### src/rtl/bubsys_rom_loader_if.sv
// SDRAM word-write port between the ROM loader and the SDRAM controller.
// Level req, one-cycle ack; addr/wdata/be are held while req is high.
interface bubsys_rom_loader_if #(
  parameter int ADDR_W = 24
);
  logic              req;
  logic [ADDR_W-1:0] addr;
  logic [15:0]       wdata;
  logic [1:0]        be;
  logic              ack;

  modport master (
    output req,
    output addr,
    output wdata,
    output be,
    input  ack
  );

  modport slave (
    input  req,
    input  addr,
    input  wdata,
    input  be,
    output ack
  );
endinterface

### src/rtl/bubsys_rom_loader.sv
// HPS ioctl ROM download -> SDRAM 16-bit word writes, with core reset hold.
// Optional BUBSYS_LOADER_CHECKSUM_EN adds o_CHECKSUM (byte sum of the image).
module bubsys_rom_loader #(
  parameter logic [15:0]       ROM_INDEX   = 16'd0,
  parameter int                ADDR_W      = 24,
  parameter logic [ADDR_W-1:0] BASE_ADDR   = '0,
  parameter logic [26:0]       ROM_BYTES   = 27'h0200000,
  parameter logic [15:0]       HOLD_CYCLES = 16'd1024
) (
  input  logic                i_EMU_MCLK,
  input  logic                i_EMU_INITRST,
  input  logic [15:0]         i_IOCTL_INDEX,
  input  logic                i_IOCTL_DOWNLOAD,
  input  logic [26:0]         i_IOCTL_ADDR,
  input  logic [7:0]          i_IOCTL_DATA,
  input  logic                i_IOCTL_WR,
  output logic                o_IOCTL_WAIT,
  bubsys_rom_loader_if.master sdram,
  output logic                o_CORE_RST,
  output logic                o_DL_DONE,
  output logic                o_ERR
`ifdef BUBSYS_LOADER_CHECKSUM_EN
  ,
  output logic [15:0]         o_CHECKSUM
`endif
);

  typedef enum logic [2:0] {
    IDLE,
    COLLECT,
    WRITE,
    FLUSH,
    HOLD
  } state_t;

  state_t      state;
  logic        dl_q;
  logic        pend_valid;
  logic [25:0] pend_word;
  logic [7:0]  pend_byte;
  logic        rel;
  logic [15:0] cnt;

  logic              idx_hit;
  logic              wr_hit;
  logic              start;
  logic              in_range;
  logic [25:0]       word;
  logic [ADDR_W-1:0] word_addr;
  logic [ADDR_W-1:0] pend_addr;
  logic              pend_match;

  assign idx_hit    = i_IOCTL_INDEX == ROM_INDEX;
  assign wr_hit     = i_IOCTL_WR & i_IOCTL_DOWNLOAD & idx_hit;
  assign start      = i_IOCTL_DOWNLOAD & ~dl_q & idx_hit;
  assign in_range   = i_IOCTL_ADDR < ROM_BYTES;
  assign word       = i_IOCTL_ADDR[26:1];
  assign word_addr  = BASE_ADDR + ADDR_W'(word);
  assign pend_addr  = BASE_ADDR + ADDR_W'(pend_word);
  assign pend_match = pend_valid & (pend_word == word);

  always_ff @(posedge i_EMU_MCLK or posedge i_EMU_INITRST) begin
    if (i_EMU_INITRST) begin
      state        <= IDLE;
      dl_q         <= 1'b0;
      pend_valid   <= 1'b0;
      pend_word    <= '0;
      pend_byte    <= '0;
      rel          <= 1'b0;
      cnt          <= '0;
      o_IOCTL_WAIT <= 1'b0;
      sdram.req    <= 1'b0;
      sdram.addr   <= '0;
      sdram.wdata  <= '0;
      sdram.be     <= '0;
      o_CORE_RST   <= 1'b1;
      o_DL_DONE    <= 1'b0;
      o_ERR        <= 1'b0;
`ifdef BUBSYS_LOADER_CHECKSUM_EN
      o_CHECKSUM   <= '0;
`endif
    end else begin
      dl_q <= i_IOCTL_DOWNLOAD;
      // WAIT trails the ack by one cycle
      if (rel) begin
        o_IOCTL_WAIT <= 1'b0;
        rel          <= 1'b0;
      end
      if (start && (state == IDLE || state == HOLD)) begin
        state      <= COLLECT;
        pend_valid <= 1'b0;
        o_CORE_RST <= 1'b1;
        o_DL_DONE  <= 1'b0;
        o_ERR      <= 1'b0;
`ifdef BUBSYS_LOADER_CHECKSUM_EN
        o_CHECKSUM <= '0;
`endif
      end else begin
        unique case (state)
          IDLE: begin
          end
          HOLD: begin
            if (cnt == 16'd0) begin
              o_CORE_RST <= 1'b0;
              o_DL_DONE  <= 1'b1;
              state      <= IDLE;
            end else begin
              cnt <= cnt - 16'd1;
            end
          end
          COLLECT: begin
            if (wr_hit) begin
              if (o_IOCTL_WAIT || !in_range) begin
                o_ERR <= 1'b1;
              end else begin
`ifdef BUBSYS_LOADER_CHECKSUM_EN
                o_CHECKSUM <= o_CHECKSUM + {8'h00, i_IOCTL_DATA};
`endif
                if (!i_IOCTL_ADDR[0]) begin
                  pend_byte  <= i_IOCTL_DATA;
                  pend_word  <= word;
                  pend_valid <= 1'b1;
                  // an orphaned even byte goes out alone
                  if (pend_valid) begin
                    sdram.addr   <= pend_addr;
                    sdram.wdata  <= {8'h00, pend_byte};
                    sdram.be     <= 2'b01;
                    sdram.req    <= 1'b1;
                    o_IOCTL_WAIT <= 1'b1;
                    state        <= FLUSH;
                  end
                end else if (pend_match) begin
                  sdram.addr   <= word_addr;
                  sdram.wdata  <= {i_IOCTL_DATA, pend_byte};
                  sdram.be     <= 2'b11;
                  sdram.req    <= 1'b1;
                  o_IOCTL_WAIT <= 1'b1;
                  pend_valid   <= 1'b0;
                  state        <= WRITE;
                end else begin
                  sdram.addr   <= word_addr;
                  sdram.wdata  <= {i_IOCTL_DATA, 8'h00};
                  sdram.be     <= 2'b10;
                  sdram.req    <= 1'b1;
                  o_IOCTL_WAIT <= 1'b1;
                  state        <= WRITE;
                end
              end
            end else if (!i_IOCTL_DOWNLOAD) begin
              if (pend_valid) begin
                sdram.addr   <= pend_addr;
                sdram.wdata  <= {8'h00, pend_byte};
                sdram.be     <= 2'b01;
                sdram.req    <= 1'b1;
                o_IOCTL_WAIT <= 1'b1;
                pend_valid   <= 1'b0;
                state        <= FLUSH;
              end else if (!sdram.req) begin
                cnt   <= HOLD_CYCLES;
                state <= HOLD;
              end
            end
          end
          WRITE, FLUSH: begin
            if (wr_hit) begin
              o_ERR <= 1'b1;
            end
            if (sdram.ack) begin
              sdram.req <= 1'b0;
              rel       <= 1'b1;
              state     <= COLLECT;
            end
          end
        endcase
      end
    end
  end

endmodule

### src/flat_wrapper.sv
// flat-port wrapper written by rule: the top's interface ports become plain ports
module bubsys_rom_loader_flat 
#(
  parameter logic [15:0]       ROM_INDEX   = 16'd0,
  parameter int                ADDR_W      = 24,
  parameter logic [ADDR_W-1:0] BASE_ADDR   = '0,
  parameter logic [26:0]       ROM_BYTES   = 27'h0200000,
  parameter logic [15:0]       HOLD_CYCLES = 16'd1024
)
  (i_EMU_MCLK, i_EMU_INITRST, i_IOCTL_INDEX, i_IOCTL_DOWNLOAD, i_IOCTL_ADDR, i_IOCTL_DATA, i_IOCTL_WR, o_IOCTL_WAIT, o_CORE_RST, o_DL_DONE, o_ERR, sdram_req, sdram_addr, sdram_wdata, sdram_be, sdram_ack);
  bubsys_rom_loader_if #(.ADDR_W(ADDR_W)) sdram_i ();
  input  logic i_EMU_MCLK;
  input  logic i_EMU_INITRST;
  input  logic [15:0] i_IOCTL_INDEX;
  input  logic i_IOCTL_DOWNLOAD;
  input  logic [26:0] i_IOCTL_ADDR;
  input  logic [7:0] i_IOCTL_DATA;
  input  logic i_IOCTL_WR;
  output logic o_IOCTL_WAIT;
  output logic o_CORE_RST;
  output logic o_DL_DONE;
  output logic o_ERR;
  output wire logic [$bits(sdram_i.req)-1:0] sdram_req;
  output wire logic [$bits(sdram_i.addr)-1:0] sdram_addr;
  output wire logic [$bits(sdram_i.wdata)-1:0] sdram_wdata;
  output wire logic [$bits(sdram_i.be)-1:0] sdram_be;
  input wire logic [$bits(sdram_i.ack)-1:0] sdram_ack;
  assign sdram_req = sdram_i.req;
  assign sdram_addr = sdram_i.addr;
  assign sdram_wdata = sdram_i.wdata;
  assign sdram_be = sdram_i.be;
  assign sdram_i.ack = sdram_ack;
  bubsys_rom_loader #(.ROM_INDEX(ROM_INDEX), .ADDR_W(ADDR_W), .BASE_ADDR(BASE_ADDR), .ROM_BYTES(ROM_BYTES), .HOLD_CYCLES(HOLD_CYCLES)) u_core (.i_EMU_MCLK(i_EMU_MCLK), .i_EMU_INITRST(i_EMU_INITRST), .i_IOCTL_INDEX(i_IOCTL_INDEX), .i_IOCTL_DOWNLOAD(i_IOCTL_DOWNLOAD), .i_IOCTL_ADDR(i_IOCTL_ADDR), .i_IOCTL_DATA(i_IOCTL_DATA), .i_IOCTL_WR(i_IOCTL_WR), .o_IOCTL_WAIT(o_IOCTL_WAIT), .sdram(sdram_i), .o_CORE_RST(o_CORE_RST), .o_DL_DONE(o_DL_DONE), .o_ERR(o_ERR));
endmodule
### config.mk
export PLATFORM = sky130hd
export DESIGN_NAME = bubsys_rom_loader_flat
export DESIGN_NICKNAME = d
export VERILOG_FILES = /design/src/rtl/bubsys_rom_loader_if.sv /design/src/rtl/bubsys_rom_loader.sv /design/src/flat_wrapper.sv
export SDC_FILE = /design/constraint.sdc
export NUM_CORES = 1
export LEC_CHECK = 0
export ABC_AREA = 1
export BUFFER_PORTS_ARGS = -buffer_cell sky130_fd_sc_hd__buf_2
export CAP_MARGIN = 15
export CORE_MARGIN = 2
export CORE_UTILIZATION = 55
export CTS_BUF_LIST = sky130_fd_sc_hd__clkbuf_4
export DETAILED_ROUTE_END_ITERATION = 10
export PLACE_DENSITY_LB_ADDON = 0.2
export SETUP_SLACK_MARGIN = 0.1
export SLEW_MARGIN = 40
export SYNTH_ARGS = -nofsm -noshare
export SYNTH_HDL_FRONTEND = slang
export SYNTH_SLANG_ARGS = --single-unit
### constraint.sdc
create_clock -name i_EMU_MCLK -period 6 [get_ports i_EMU_MCLK]
set_input_delay 1.2 -clock i_EMU_MCLK [delete_from_list [all_inputs] [get_ports i_EMU_MCLK]]
set_output_delay 1.2 -clock i_EMU_MCLK [all_outputs]
set_load 0.01 [all_outputs]
# Word level (Yosys, flattened, before mapping)
# Index checks and enable logic that the tools add are counted.
word_totals:
  ff_bits: 103
  word_cells: 146
op_classes:
  magnitude_cmp: 1
  n_mux: 70
  bitwise_logic: 9
  eq_ne: 27
  n_reduce_logical: 23
  n_addsub: 1
op_table:
  columns: ["op", "count"]
  rows:
  - ["two-way mux 16 bit", 10]
  - ["two-way mux 24 bit", 5]
  - ["two-way mux 1 bit", 35]
  - ["zero test 16 bit", 2]
  - ["case mux 16 bit (2 select lines)", 1]
  - ["two-way mux 3 bit", 10]
  - ["< comparator 27 x 22 -> 1 bit (second input constant)", 1]
  - ["== test 26 bit", 1]
  - ["subtractor 16 x 1 -> 16 bit (second input constant)", 1]
  - ["inequality test 2 bit (second input constant)", 7]
  - ["AND reduction 7 bit", 2]
  - ["inequality test 3 x 1 -> 1 bit (second input constant)", 4]
  - ["AND reduction 4 bit", 3]
  - ["two-way mux 2 bit", 5]
  - ["AND reduction 5 bit", 2]
  - ["nonzero test 2 bit", 5]
  - ["inequality test 3 bit (second input constant)", 3]
  - ["case mux 3 bit (3 select lines)", 1]
  - ["two-way mux 8 bit", 1]
  - ["inequality test 4 bit (second input constant)", 2]
  - ["== test 3 x 2 -> 1 bit (second input constant)", 2]
  - ["inequality test 3 x 2 -> 1 bit (second input constant)", 2]
  - ["bitwise AND 1 bit", 5]
  - ["inequality test 5 x 4 -> 1 bit (second input constant)", 1]
  - ["other kinds (15)", 20]

# Depth between registers and ports, before layout
# Gate-level depths: netlist of run 1.
logic_depth:
  word_depth: 8
  mapped_depth: 13
  mapped_depth_nobuf: 13

# Least setup slack after synthesis of run 1
# Ideal clock, no wire load.
synth_timing:
  path_kind: "input port to flip-flop"
  startpoint: "input port i_IOCTL_INDEX[7]"
  endpoint: "register u_core.pend_word[10]"
  path_slack_ns: 3.558
  t_arrival_ns: 2.325
  stages: 12
  setup_time_ns: 0.117
  path_buffers: 2
  cell_sequence: "nor2_1 nand2_1 nor2_4 nand3_4 inv_2 nand3_2 clkinv_2 nand2_2 buf_6 buf_2 nand2_1 nand2_1"
synth_via:
  elab_chain_cells: 5
  word_cells_on_any_way: 6
  cone_classes: "3 x bitwise; 3 x reduce/logical"
synth_rtl:
  columns: ["item", "line", "source"]
  rows:
  - ["start, declared", "flat_wrapper.sv:14", "input logic [15:0] i_IOCTL_INDEX;"]
  - ["zero test 16 bit *", "bubsys_rom_loader.sv:53", "assign idx_hit = i_IOCTL_INDEX == ROM_INDEX;"]
  - ["bitwise AND 1 bit", "bubsys_rom_loader.sv:55", "assign start = i_IOCTL_DOWNLOAD & ~dl_q & idx_hit;"]
  - ["logical AND 1 bit", "bubsys_rom_loader.sv:89", "if (start && (state == IDLE || state == HOLD)) begin"]
  - ["inverter 1 bit (no source line)", null, null]
  - ["AND reduction 5 bit (no source line) *", null, null]
  - ["end signal, assigned", "bubsys_rom_loader.sv:121", "pend_word <= word;"]
  - ["end, declared", "bubsys_rom_loader.sv:39", "logic [25:0] pend_word;"]
# Every way passes the cells marked *; elsewhere a longest branch is shown, timed or not.
# A chain may end at the register's enable or synchronous reset.

# Worst setup path after layout of run 1
layout_timing:
  startpoint: "input port i_IOCTL_INDEX[7]"
  endpoint: "register u_core.sdram.wdata[8]"
layout_via:
  elab_chain_cells: 5
  word_cells_on_any_way: 9
  cone_classes: "2 x eq/ne; 1 x mux; 3 x bitwise; 3 x reduce/logical"
layout_rtl:
  columns: ["item", "line", "source"]
  rows:
  - ["zero test 16 bit *", "bubsys_rom_loader.sv:53", null]
  - ["parallel branches: the longest is 4 deep, another holds AND reduction 4 bit", null, null]
  - ["end signal, assigned", "bubsys_rom_loader.sv:126", "sdram.wdata <= {8'h00, pend_byte};"]
  - ["end signal, assigned", "bubsys_rom_loader.sv:134", "sdram.wdata <= {i_IOCTL_DATA, pend_byte};"]
  - ["end signal, assigned", "bubsys_rom_loader.sv:142", "sdram.wdata <= {i_IOCTL_DATA, 8'h00};"]
  - ["end, declared", "bubsys_rom_loader_if.sv:15", "output wdata,"]
# Every way passes the cells marked *.

==> impl_results.md, run 1 <==
- Status: completed
- Setup_tns: 0 ns
- DP HPWL: between 9 and 10 mm
- Reg power frac: 47.1%
- Port Buffers: just over 100
- I/O pins: approximately 100
- CP max-delay cell: inv_2
- Mapped Avg Cell Area: roughly 7.4 um^2
- Deepest clock path buffer count: 2
- Clock transition at path regs: between 0.15 and 0.2 ns
- CP delay by family, top: simple AND/OR/NAND/NOR gates
- Power density over the cells: 316 mW/mm^2
- Synth warn: 0
- WL final: between 10 and 15 mm
- Hold Crit Depth: 1
- Cells after Synth: slightly below 800
- Buf+Inv Stages, Crit Path: 2
- Critical path required time: between 6 and 7 ns
- Share of layout cells above drive strength 1: between 10% and 20%
- Num CTS Buffers: 9
- Post-DP Area: between 0.006 and 0.007 mm^2
- Crit path largest cell delay: 0.74 ns
- Met3 wire length: 651 um
- Total power: 2.04 mW
- Final clock skew: about 0.036 ns
- Commonest non-fill, non-tap cell in the layout: nand2_1
- Antenna-violating nets left: 0
- Multi-input logic area: 0.00264 mm^2
- Synthesized flop and latch total: 103
- Met2 routed WL: 6.49 mm
- CTS resizes: 0
- Reg2reg path depth: 9
- Crit Path Class: in -> reg
- Final setup margin: slightly below 3 ns
- Dpl cells: 989
- Pre-Repair DR Iteration Count: 5
- Worst hold path class: reg -> reg
- Initial DRC count: about 320
- Hold_buf cts: 0
- Sink Count: just over 100
- EDFF count, synth: 0
- Highest metal used: met4
- Row cnt: 37
- Commonest non-fill, non-tap cells in the layout: nand2_1, nor2_1, inv_1, buf_2, dfrtp_1
- Fin crit period: about 3.1 ns
- Die H: about 110 um
- Root Buffer Master: clkbuf_4
- M1 wire length: roughly 6.1 mm
- Core area: slightly above 0.01 mm^2
- Pleak: approximately 3.3 nW
- Clock Latency Late Sink: a little under 0.5 ns
- Crit. End Element: flip-flop
- Finished Layout Cells: approximately 1000
- TritonCTS clock tree: done
- Final instance area: 0.00645 mm^2
- P_sw: 0.797 mW
- Internal: 1.24 mW
- Post-route DRC violation count: 0
- Final Hold Fails: 0
- Register area share after synthesis: roughly 44%
- Most Frequent Cell on Critical Path: nor2_1
- RD Place Congestion: between 0.8 and 0.9
- Routed wire per std cell: approximately 13 um
- Fillers: 981
- Syn nets: between 800 and 900
- Rel. slew slack: roughly 51%
- Switching share of total power: about two fifths
- Asr flop ratio synth: 100%
- Period utilisation layout: between 50% and 60%
- Number of post-CTS setup repair buffers: 0
- Total grt overflow: 0
- Worst setup SP type: primary input
- Via count: between 5000 and 6000
- Vias per cell: 5.20
- Htree depth: 3
- RSZ-0062 raised after global routing: false
- Max FO, Critical Path: 42
- Largest net degree at the start of global routing: 70
- Max-cap check violation count: 0
- Die area: ~0.011 mm^2
- Global-route wire length before repair: about 23 mm
- Hold Path Origin: u_core.rel$_DFF_PP0_
- Slew Limit Fails: 0
- Arrival @ worst endpoint: around 3.5 ns
- R2r endpoint: u_core.pend_valid$_DFFE_PP0P_
- Cells along the critical path: buf_2 > nor2_1 > nand2_1 > nor2_4 > nand4_4 > inv_2 > nor2_1 > nand2_1 > o21ai_0 > nor2_1
- Post-synthesis cell area: 0.00580 mm^2
- Initial Utilization: a little under three fifths
- Initial antenna violation count: 1
- Post-synth cell types: 34
- Die Wd: ~110 um
- Part of the power in combinational logic: between 30% and 40%
- P&R area growth vs syn: 11.2%
- Peak VDD IR: about 170 uV
- Dpl ws: just over 2 ns
- Worst reg-to-reg setup slack: 3.50 ns
- Primary FF master, synth: dfrtp_1
- RR Startpoint: u_core.pend_valid$_DFFE_PP0P_
- Reg area: between 0.002 and 0.003 mm^2
- Least-Margin Pin Slew: around 0.74 ns
- Util after Layout: between 60% and 70%
- Final-report setup violation count: 0
- Hold endpoint: u_core.o_IOCTL_WAIT$_DFF_PP0_
- Gr usage total: between 20% and 30%
- Clock share of power: approximately 16%
- Highest clock rate: between 300 and 400 MHz
- Fin Hold WS: 0.447 ns
- Nets: a little over 900
- Number of global-route vias before repair: 5164
## registers in the layout, indices dropped and copies added (netlist names)
register and flops:
u_core.pend_word 26, u_core.sdram.addr 24, u_core.cnt 16, u_core.sdram.wdata 16, u_core.pend_byte 8, u_core.state 3, u_core.sdram.be 2, u_core.dl_q 1
u_core.o_CORE_RST 1, u_core.o_DL_DONE 1, u_core.o_ERR 1, u_core.o_IOCTL_WAIT 1, u_core.pend_valid 1, u_core.rel 1, u_core.sdram.req 1
## power groups by stage
| stage | registers, mW | clock network [mW] | logic, mW |
|---|---|---|---|
| final | 0.960 | 0.320 | 0.757 |
| after global routing | 0.980 | 0.355 | 0.865 |
| after CTS | 0.959 | 0.325 | 0.761 |
| after detailed placement | 0.971 | 0 | 0.759 |
| after global placement | 0.964 | 0 | 0.736 |
| after floorplan | 0.998 | 0 | 0.518 |
## Yosys cell counts, drive strengths merged (5+ instances only)
cell type	instances	area, um^2
nand4	5	37.5
clkbuf	11	41.3
nor2	107	424
o21ai	104	543
dfrtp	102	2550
mux2i	8	80.1
o22ai	15	93.8
inv	109	409
buf	21	135
xnor2	14	123
a21oi	29	145
nand2	186	706
nand3	30	185
nor3	7	46.3
o211ai	10	75.1
xor2	8	70.1
or2	9	56.3
## how the worst max path moves through the flow
stage,startpoint,end,slack [ns],depth (start not counted)
4_1_cts,i_IOCTL_INDEX[7],u_core.sdram.wdata[8]$_DFFE_PP0P_,2.57,10
5_1_grt,i_IOCTL_INDEX[7],u_core.sdram.wdata[8]$_DFFE_PP0P_,2.70,10
3_3_place_gp,i_IOCTL_INDEX[7],u_core.sdram.wdata[8]$_DFFE_PP0P_,2.12,10
2_1_floorplan,i_EMU_INITRST,u_core.cnt[0]$_DFFE_PP0P_,2.10,1
6_report,i_IOCTL_INDEX[7],u_core.sdram.wdata[8]$_DFFE_PP0P_,2.95,10
3_5_place_dp,i_IOCTL_INDEX[7],u_core.sdram.wdata[8]$_DFFE_PP0P_,2.05,10
## per-layer routing
| layer | vias to the layer above | global-route usage [%] |
|---|---|---|
| met2 | 120 | 42.9 |
| met1 | 2456 | 31.5 |
| met3 | 16 | 5.96 |
| met4 | 0 | 8.26 |
| met5 | - | 0 |
| li1 | 2635 | - |
## layout make-up
| class | count | area share, % |
|---|---|---|
| multi-input combinational | 536 | 41.0 |
| clock buffer | 11 | 1.28 |
| sequential | 103 | 40.1 |
| clock inverter | 4 | 0.388 |
| timing repair buffer | 103 | 8.09 |
| inverter | 111 | 6.52 |
| antenna | 1 | 0.0388 |
| tap | 136 | 2.64 |
## logic make-up after synthesis
| logic type | after synthesis | share of synthesized area, % |
|---|---|---|
| AOI/OAI and AO/OA | 159 | 14.9 |
| xor gates and xnor gates | 22 | 3.32 |
| adders and majority gates | 2 | 0.432 |
| buffers and inverters | 143 | 10.3 |
| DFF | 103 | 44.5 |
| muxes | 8 | 1.38 |
| and+or+nand+nor | 345 | 25.2 |
## worst register-to-register path, delay by kind of cell (launching register included)
| kind | cells | cell delay (ns) |
|---|---|---|
| flip-flops | 1 | 0.89 |
| AND/OR/NAND/NOR | 8 | 1.26 |
| buffers and inverters | 1 | 0.25 |
Note: power is estimated with default switching activity, not from simulation.
==> run 2: changes to the inputs <==
Settings changed: ABC_AREA 1 to 0.
Clock period 6 ns to 2.86 ns, I/O delays scaled along.
==> run 2 against run 1 <==
Setup slack worse by 2.7 ns. Sequential power rose by 84%. Clock power grew to 2.6 times the previous value. Die area decreased by 17%. Largest cell class is now sequential cells. Sequential share of layout area grew 5.4 points. Utilization up 3.3 points. First-iteration DRC count shrank 39%. Global-route usage decreased by 0.54 points. Synthesized cell count fell by 43%. Final cell count decreased by 33%. Register-to-register slack got worse by 3.3 ns.
==> impl_results.md, run 2 <==
- Synth area leaders: dfrtp_1, mux2_2, xnor2_1, a21oi_1, o22ai_1
- Share of layout cells above drive strength 1: approximately 33%
- Largest net degree at the start of global routing: 50
- Post-synthesis cell area: between 0.004 and 0.005 mm^2
- Clock transition at path regs: roughly 0.16 ns
- EDFF count, synth: 0
- R2r endpoint: u_core.cnt[15]$_DFFE_PP0P_
- Clock Latency Late Sink: between 0.4 and 0.5 ns
- P&R area growth vs syn: 18.2%
- Arrival @ worst endpoint: 3.03 ns
- Port Buffers: 102
- Nets: 614
- Final clock skew: roughly 0.017 ns
- Row cnt: 34
- Pleak: 2.72 nW
- Final setup margin: about 0.22 ns
- Max-cap check violation count: 0
- TritonCTS clock tree: done
- Initial DRC count: between 150 and 200
- Cells after Synth: approximately 450
- Via count: 3815
- Final Hold Fails: 0
- Reg2reg path depth: 6
- RSZ-0062 raised after global routing: false
- Register area share after synthesis: between 50% and 60%
- Worst hold path class: in -> async
- Sink Count: 103
- RR Startpoint: u_core.state[1]$_DFFE_PP0P_
- Post-synth cell types: between 40 and 50
- Crit. End Element: flip-flop
- Count leader, synth: dfrtp_1
- Crit Path Class: reg -> reg
- Commonest non-fill, non-tap cells in the layout: buf_2, dfrtp_1, a21oi_1
- Period utilisation layout: between 90% and 100%
- Diode count: 0
- Root Buffer Master: clkbuf_4
- Power density over the cells: between 500 and 600 mW/mm^2
- RD Place Congestion: around 0.93
- Total power: 3.36 mW
- Total grt overflow: 0
- Worst reg-to-reg setup slack: 0.22 ns
- Antenna-violating nets left: 0
- Vias per cell: around 5.7
- Least-Margin Pin Slew: ~0.73 ns
- Final-report setup violation count: 0
- Slew Limit Fails: 0
- Initial Utilization: 55.8%
- Peak VDD IR: between 300 and 400 uV
- Dpl cells: between 600 and 700
- Post-route DRC violation count: 0
- Global-route wire length before repair: ~19 mm
- Synthesized flop and latch total: just over 100
- Asr flop ratio synth: 100%
- Largest register by flop count: u_core.pend_word
- Highest clock rate: approximately 380 MHz
- CTS resizes: 0
- Hold_buf cts: 0
- Synth warn: 0
- Pre-Repair DR Iteration Count: 6
- I/O pins: 103
- Finished Layout Cells: between 600 and 700
- Die H: between 90 and 100 um
- Fin crit period: between 2 and 3 ns
- Top flop regs: u_core.pend_word: 26 flops, u_core.sdram.addr: 24 flops
- Critical path required time: around 3.3 ns
- Fillers: ~690
- Synth top area share: a little over half
- Setup_tns: 0 ns
- Primary FF master, synth: dfrtp_1
- Number of global-route vias before repair: approximately 3800
- Number of post-CTS setup repair buffers: 0
- Routed wire per std cell: about 17 um
- Gr usage total: between 20% and 30%
- Num CTS Buffers: 9
- Worst setup SP type: flip-flop
- Initial antenna violation count: 0
- Post-synth top area cell: dfrtp_1
- Die Wd: roughly 100 um
- Max FO, Critical Path: 10
- Rel. slew slack: 51.1%
- Number of flip-flops in the largest register: 26
- Status: completed
- Htree depth: 3
- Syn nets: approximately 510
- Dpl ws: between 0.15 and 0.2 ns
- Core area: around 0.0086 mm^2
- Most frequent cells after synthesis: dfrtp_1, a21oi_1, nand2_1, mux2_2, xnor2_1
- Die area: around 0.0095 mm^2
- Mapped Avg Cell Area: roughly 11 um^2
- DP HPWL: roughly 8.0 mm
- Deepest clock path buffer count: 2
- WL final: 11.1 mm
==> run 2: changes by cell type after synthesis, moves of 11 or more <==
cell and change:
and2_1 +14, mux2_2 +29, nor4_1 +12, o21ai_0 -79, buf_2 -11, nand3_1 -19
nor2_1 -81, nand2_1 -153, xnor2_1 +14, inv_1 -78, a21oi_1 +11
==> run 2: cells by family (layout without fill, tap and decap cells) <==
family / after synthesis / after routing / share of synthesized area [%]
buf+inv: 47 / 161 / 3.94
fa+ha+maj: 2 / 2 / 0.522
xor+xnor: 30 / 30 / 5.48
flops: 103 / 103 / 53.8
compound gates: 106 / 106 / 14.4
mux: 30 / 30 / 7.02
simple gates: 129 / 129 / 14.8
==> run 2: how the worst max path moves through the flow <==
stage                                            from                                to
after floorplan                      i_IOCTL_INDEX[1]  u_core.pend_word[10]$_DFFE_PP0P_
after CTS                   u_core.cnt[0]$_DFFE_PP0P_        u_core.cnt[15]$_DFFE_PP0P_
after global routing        u_core.cnt[0]$_DFFE_PP0P_        u_core.cnt[15]$_DFFE_PP0P_
after detailed placement             i_IOCTL_INDEX[9]  u_core.pend_word[12]$_DFFE_PP0P_
final                     u_core.state[1]$_DFFE_PP0P_        u_core.cnt[15]$_DFFE_PP0P_
after global placement               i_IOCTL_INDEX[2]   u_core.pend_word[3]$_DFFE_PP0P_
==> run 2: through the flow <==
stage	util (%)	hold WS, ns	instance area (um^2)
after floorplan	-	0.400	4800
after global placement	64.0	0.408	5500
after detailed placement	64.1	0.421	5510
after CTS	66.0	0.163	5670
after global routing	66.0	0.187	5670
final	66.0	0.167	5670
==> run 2: where the power goes <==
group / leakage, nW / internal, mW / switching [mW]
Clock: 0.0877 / 0.294 / 0.540
Combinational: 1.34 / 0.342 / 0.422
Sequential: 1.29 / 1.62 / 0.146
Total: 2.72 / 2.26 / 1.11
==> run 2: layer usage <==
| metal | share of wire (%) | up-vias | GRT usage, % |
|---|---|---|---|
| met1 | 44 | 1873 | 33.5 |
| met3 | 4.8 | 10 | 5.61 |
| li1 | - | 1840 | - |
| met2 | 51 | 92 | 40.0 |
| met5 | 0 | - | 0 |
| met4 | 0.98 | 0 | 6.94 |
==> run 2: final cells by class <==
class / instances / area (um^2) / share of cell area (%)
sequential: 103 / 2580 / 45.5
multi-input combinational: 297 / 2040 / 35.9
timing repair buffer: 120 / 658 / 11.6
tap: 108 / 135 / 2.38
inverter: 25 / 97.6 / 1.72
clock inverter: 7 / 95.1 / 1.68
clock buffer: 9 / 67.6 / 1.19
==> run 2: worst max-delay path, stage by stage, from the launching register on <==
cell     delay [ns]
dfrtp_1        0.49
or3b_1         0.45
nor3_2         0.17
a21oi_2        0.10
or4b_1         0.68
or4b_4         0.54
a21oi_2        0.14
